## src/rtl/regfile_bist.sv

```systemverilog
// rtl/regfile_bist.sv - register file built-in self-test master (optional REGBIST_INVERT_PASS_EN)
module regfile_bist #(
  parameter logic [31:0] SEED        = 32'h0000_0000,
  parameter int          ZERO_REG_HW = 1
) (
  input  logic        clk,
  input  logic        reset,
  input  logic        start_in,
  output logic        enable_out,
  output logic [4:0]  writeReg_out,
  output logic [31:0] writeData_out,
  output logic [4:0]  readReg1_out,
  output logic [4:0]  readReg2_out,
  input  logic [31:0] data1_in,
  input  logic [31:0] data2_in,
  output logic        busy_out,
  output logic        done_out,
  output logic        pass_out,
  output logic [6:0]  fail_count_out,
  output logic [4:0]  first_fail_out
);

  typedef enum logic [1:0] {IDLE, WRITE, READ, DONE} state_t;

  state_t     state;
  logic [4:0] idx;
  logic [4:0] idx_nxt;
  logic [4:0] rd1_idx;
  logic [4:0] rd2_idx;
  logic       mis1;
  logic       mis2;
  logic [7:0] fc_sum;
  logic [6:0] fc_next;
  logic       last_pass;

`ifdef REGBIST_INVERT_PASS_EN
  // Set during the second, complemented write/read pass
  logic invert;
`else
  localparam logic invert = 1'b0;
`endif

  // Pattern a register should hold; reg 0 reads back 0 when hardwired
  function automatic logic [31:0] expected(input logic [4:0] i, input logic inv);
    logic [31:0] p;
    p = {27'b0, i} ^ SEED;
    if (inv) p = ~p;
    if (i == 5'd0 && ZERO_REG_HW != 0) p = 32'h0;
    return p;
  endfunction

  // Read-pair compare and saturating mismatch accumulation
  always_comb begin
    idx_nxt = idx + 5'd1;
    rd1_idx = {idx[3:0], 1'b0};
    rd2_idx = {idx[3:0], 1'b1};
    mis1    = (state == READ) && (data1_in != expected(rd1_idx, invert));
    mis2    = (state == READ) && (data2_in != expected(rd2_idx, invert));
    fc_sum  = {1'b0, fail_count_out} + {7'b0, mis1} + {7'b0, mis2};
    fc_next = (fc_sum > 8'd127) ? 7'd127 : fc_sum[6:0];
`ifdef REGBIST_INVERT_PASS_EN
    last_pass = invert;
`else
    last_pass = 1'b1;
`endif
  end

  // Test sequencer with registered port drive and result capture
  always_ff @(posedge clk) begin
    if (!reset) begin
      state          <= IDLE;
      idx            <= 5'd0;
      enable_out     <= 1'b0;
      writeReg_out   <= 5'd0;
      writeData_out  <= 32'h0;
      readReg1_out   <= 5'd0;
      readReg2_out   <= 5'd0;
      busy_out       <= 1'b0;
      done_out       <= 1'b0;
      pass_out       <= 1'b0;
      fail_count_out <= 7'd0;
      first_fail_out <= 5'd0;
`ifdef REGBIST_INVERT_PASS_EN
      invert         <= 1'b0;
`endif
    end else begin
      case (state)
        IDLE, DONE: begin
          if (start_in) begin
            state          <= WRITE;
            idx            <= 5'd0;
            busy_out       <= 1'b1;
            done_out       <= 1'b0;
            pass_out       <= 1'b0;
            fail_count_out <= 7'd0;
            first_fail_out <= 5'd0;
            enable_out     <= 1'b1;
            writeReg_out   <= 5'd0;
            writeData_out  <= expected(5'd0, 1'b0);
`ifdef REGBIST_INVERT_PASS_EN
            invert         <= 1'b0;
`endif
          end
        end
        WRITE: begin
          if (idx == 5'd31) begin
            state         <= READ;
            idx           <= 5'd0;
            enable_out    <= 1'b0;
            writeReg_out  <= 5'd0;
            writeData_out <= 32'h0;
            readReg1_out  <= 5'd0;
            readReg2_out  <= 5'd1;
          end else begin
            idx           <= idx_nxt;
            writeReg_out  <= idx_nxt;
            writeData_out <= expected(idx_nxt, invert);
          end
        end
        READ: begin
          fail_count_out <= fc_next;
          // fail_count of zero means nothing has failed yet (it saturates, never wraps)
          if (fail_count_out == 7'd0) begin
            if (mis1)      first_fail_out <= rd1_idx;
            else if (mis2) first_fail_out <= rd2_idx;
          end
          if (idx == 5'd15) begin
            idx          <= 5'd0;
            readReg1_out <= 5'd0;
            readReg2_out <= 5'd0;
            if (!last_pass) begin
`ifdef REGBIST_INVERT_PASS_EN
              invert       <= 1'b1;
`endif
              state         <= WRITE;
              enable_out    <= 1'b1;
              writeReg_out  <= 5'd0;
              writeData_out <= expected(5'd0, 1'b1);
            end else begin
              state    <= DONE;
              busy_out <= 1'b0;
              done_out <= 1'b1;
              pass_out <= (fc_next == 7'd0);
            end
          end else begin
            idx          <= idx_nxt;
            readReg1_out <= {idx_nxt[3:0], 1'b0};
            readReg2_out <= {idx_nxt[3:0], 1'b1};
          end
        end
        default: state <= IDLE;
      endcase
    end
  end

endmodule

```

## config.mk

```make
export PLATFORM = sky130hd
export DESIGN_NAME = regfile_bist
export DESIGN_NICKNAME = d
export VERILOG_FILES = /design/src/rtl/regfile_bist.sv
export SDC_FILE = /design/constraint.sdc
export NUM_CORES = 1
export LEC_CHECK = 0
export CAP_MARGIN = 20
export CORE_AREA = 5 5 84 86
export DETAILED_ROUTE_END_ITERATION = 6
export DIE_AREA = 0 0 89 91
export PLACE_DENSITY = 0.9
export SLEW_MARGIN = 10
export SYNTH_ARGS = -nofsm -noshare
export SYNTH_HDL_FRONTEND = slang
export SYNTH_SLANG_ARGS = --single-unit
```

## constraint.sdc

```tcl
create_clock -name clk -period 3.9 [get_ports clk]
set_input_delay 0.78 -clock clk [delete_from_list [all_inputs] [get_ports clk]]
set_output_delay 0.78 -clock clk [all_outputs]
set_load 0.005 [all_outputs]
```

==> summary.txt, run 1 <==
Clock sink count: 38
Clock-pin slew on the worst setup and hold paths: 80 ps
Final nets: 474
Worst Hold End: writeReg_out[3]
Status: complete, no violations
Flop pwr share: 36.5%
Port bufs: 101
Die ar.: 8099 um2
# IOs: 130
Most common cell after layout, fill and taps aside: clkdlybuf4s50_1
Flop-to-flop setup slack: 730 ps
Max Cap Viol: 0
Final hold vios: 0
Cell count after placement: 467
Combinational share of power: 41.3%
Mapped Avg Cell Area: 7.963 um2
N_diodes: 0
Power Total: 1.280 mW
Internal Power: 812.5 uW
Dpl cell area: 3322 um2
Reg-to-Reg End: fail_count_out[2]
Pwr dens: 374.6 nW/um2
Min Tclk post-route: 3468 ps
P_sw: 467.5 uW
Largest fanout on the critical path: 6
Postcts setup bufs: 0
Fin util: 55.07%
DRT Wirelength: 6979 um
Vias in the first global route: 2494
Worst reg2reg path startpoint: idx[0]
Core Footprint: 6205 um2
Filler-free cell count of the finished design: 475
TritonCTS Buffers: 5
Setup TNS: 0 ps
Crit path kind: primary input to flop
Hold_buf cts: 0
WP data arrival: 3600 ps
Synth cell types: 45
Post-route cell area: 3417 um2
Worst Skew: 1.762 ps
Predominant post-synthesis flop cell: dfxtp_1
Slew @ Worst Pin: 1013 ps
Final period utilization: 88.93%
All-Layer GR Usage: 17.67%
Fin. max-slew vios: 0
First-pass GRT wire length: 11500 um
Hold Crit Class: flop to flop
Register area share after synthesis: 31.32%
Asr flop ratio synth: 0%
EDFF count, synth: 0
DRT antenna net count: 0
Iter 0 DRT Violations: 164
Synth Warn #: 0
GP Congestion: 0.8961
Leak: 1.239 nW
Die H: 91 um
CP required: 4030 ps
Hold Startpoint: writeReg_out[3]
GR Overflow Total: 0
RSZ-0062 raised after global routing: no
DP HPWL: 5611 um
CTS Buffer Depth: 2
CTS tree: done
# resized after CTS: 0
Worst Setup End Kind: flop
Slew margin rel.: 32.40%
Cells after synthesis: 305
Register bit count reported by yosys: 38
Starting Density: 39.14%
CP Launch Type: primary input
Die width: 89 um
Largest net degree at the start of global routing: 34
Via/cell ratio: 5.072
Peak VDD IR: 0.0002374 V
Layout area overhead: 40.70%
DRC violations left: 0
CTS H-tree lvls: 2
Avg WL per Cell: 14.69 um
Total number of vias: 2409
Setup violators final: 0
DR pass1 iterations: 4
Commonest cells after routing, fill and taps aside: clkdlybuf4s50_1, dfxtp_1, nand2_1, a21oi_1, conb_1
Share of cells above drive strength 1: 4.523%
Reg2Reg Depth: 12
Clk_lat worst skew: 290 ps
Num rows: 29
Initial antenna violation count: 0
Synthesized cell area: 2429 um2
Hold Crit Depth: 2
Root Driver: clkbuf_8
Max frequency: 0.2883 GHz
Switch share: 36.52%
Clock power frac: 22.2%
## critical path, stage by stage
cell and delay, ps:
clkdlybuf4s50_1 410, nor4_1 320, nand4_1 230, nor4_1 450, nor2_1 110, fa_1 440
nand3_1 190, nor2_1 100, and3_1 250, o21ai_0 230, a21oi_1 90
## worst max-delay path by stage
stage / start / slack, ps / cells after the start / to
2_1_floorplan: data1_in[24] / 890 / 10 / pass_out
3_3_place_gp: data2_in[6] / 320 / 11 / pass_out
3_5_place_dp: data2_in[6] / 160 / 12 / fail_count_out[6]
4_1_cts: data2_in[6] / 460 / 12 / fail_count_out[6]
5_1_grt: data2_in[6] / 260 / 12 / fail_count_out[6]
6_report: data2_in[6] / 430 / 11 / fail_count_out[2]
## synthesized netlist by cell type (2+ instances only)
library cell,instances,area (um2)
nand2b_1,3,18.77
nor2b_1,5,31.28
inv_1,8,30.03
nor3_1,7,35.03
mux2i_1,4,40.04
ha_1,9,112.6
nor2_1,25,93.84
a31oi_4,2,42.54
nor4_1,15,93.84
and3_1,3,18.77
buf_6,5,56.30
a22oi_1,3,22.52
dfxtp_1,38,760.7
a21oi_1,34,170.2
xnor2_1,7,61.31
xor2_1,2,17.52
o21ai_0,13,65.06
clkbuf_1,6,22.52
o21bai_1,2,15.01
buf_4,32,240.2
nand2_1,37,138.9
nand3_1,20,100.1
nand4_1,3,18.77
## per-layer routing
| layer | GRT usage (%) | share of wire (%) | up-vias |
|---|---|---|---|
| li1 | - | - | 1196 |
| met1 | 19.97 | 37 | 1105 |
| met5 | 0 | 0 | - |
| met2 | 31.99 | 55 | 94 |
| met4 | 5.583 | 1.7 | 0 |
| met3 | 4.253 | 6.4 | 14 |
## layout make-up
class	count	area, um2
inverters	8	30.03
repair buffers	102	1018
clock buffers	6	82.58
flip-flops and latches	38	760.7
multi-input cells	242	1416
fillers	552	2788
well taps	77	96.34
clock inverters	2	12.51
## metrics by stage
stage / worst slack, ps / hold WS, ps
finish: 431.7 / 458.2
global route: 261.9 / 483.8
CTS: 464.0 / 459.2
detailed placement: 163.1 / 448.5
global placement: 316.5 / 444.3
floorplan: 894.0 / 448.3
## sequential cells by signal, indices dropped and copies added, names as in the netlist
| signal | flops |
|---|---|
| readReg1_out | 1 |
| done_out | 1 |
| idx | 5 |
| busy_out | 1 |
| readReg2_out | 4 |
| pass_out | 1 |
| writeReg_out | 5 |
| fail_count_out | 7 |
| state | 2 |
| enable_out | 1 |
| first_fail_out | 5 |
| writeData_out | 5 |
## cell families after synthesis
| family | Yosys count | share of synthesized area [%] |
|---|---|---|
| AO/OA/AOI/OAI | 61 | 16.28 |
| XOR/XNOR | 9 | 3.246 |
| adder cells (fa/ha/maj) | 10 | 5.461 |
| buffers and inverters | 52 | 14.53 |
| flip-flops | 38 | 31.32 |
| multiplexers | 4 | 1.649 |
| other | 1 | 0.1544 |
| AND/OR/NAND/NOR | 130 | 27.36 |
## power groups by stage
stage	combinational [mW]	sequential, mW	clock, mW
finish	0.528	0.467	0.284
global route	0.587	0.474	0.310
CTS	0.526	0.467	0.290
detailed placement	0.522	0.475	0
global placement	0.507	0.474	0
floorplan	0.351	0.468	0
Power figures use the tool's default switching activity.
==> run 2: changes to the inputs <==
--- a/config.mk
+++ b/config.mk
@@ -5,6 +5,7 @@
 export SDC_FILE = /design/constraint.sdc
 export NUM_CORES = 1
 export LEC_CHECK = 0
+export ABC_CLOCK_PERIOD_IN_PS = 3900
 export CAP_MARGIN = 20
 export CORE_AREA = 5 5 84 86
 export DETAILED_ROUTE_END_ITERATION = 6
==> results of run 2 <==
Final layout, timing and power as in run 1 (identical DEF).
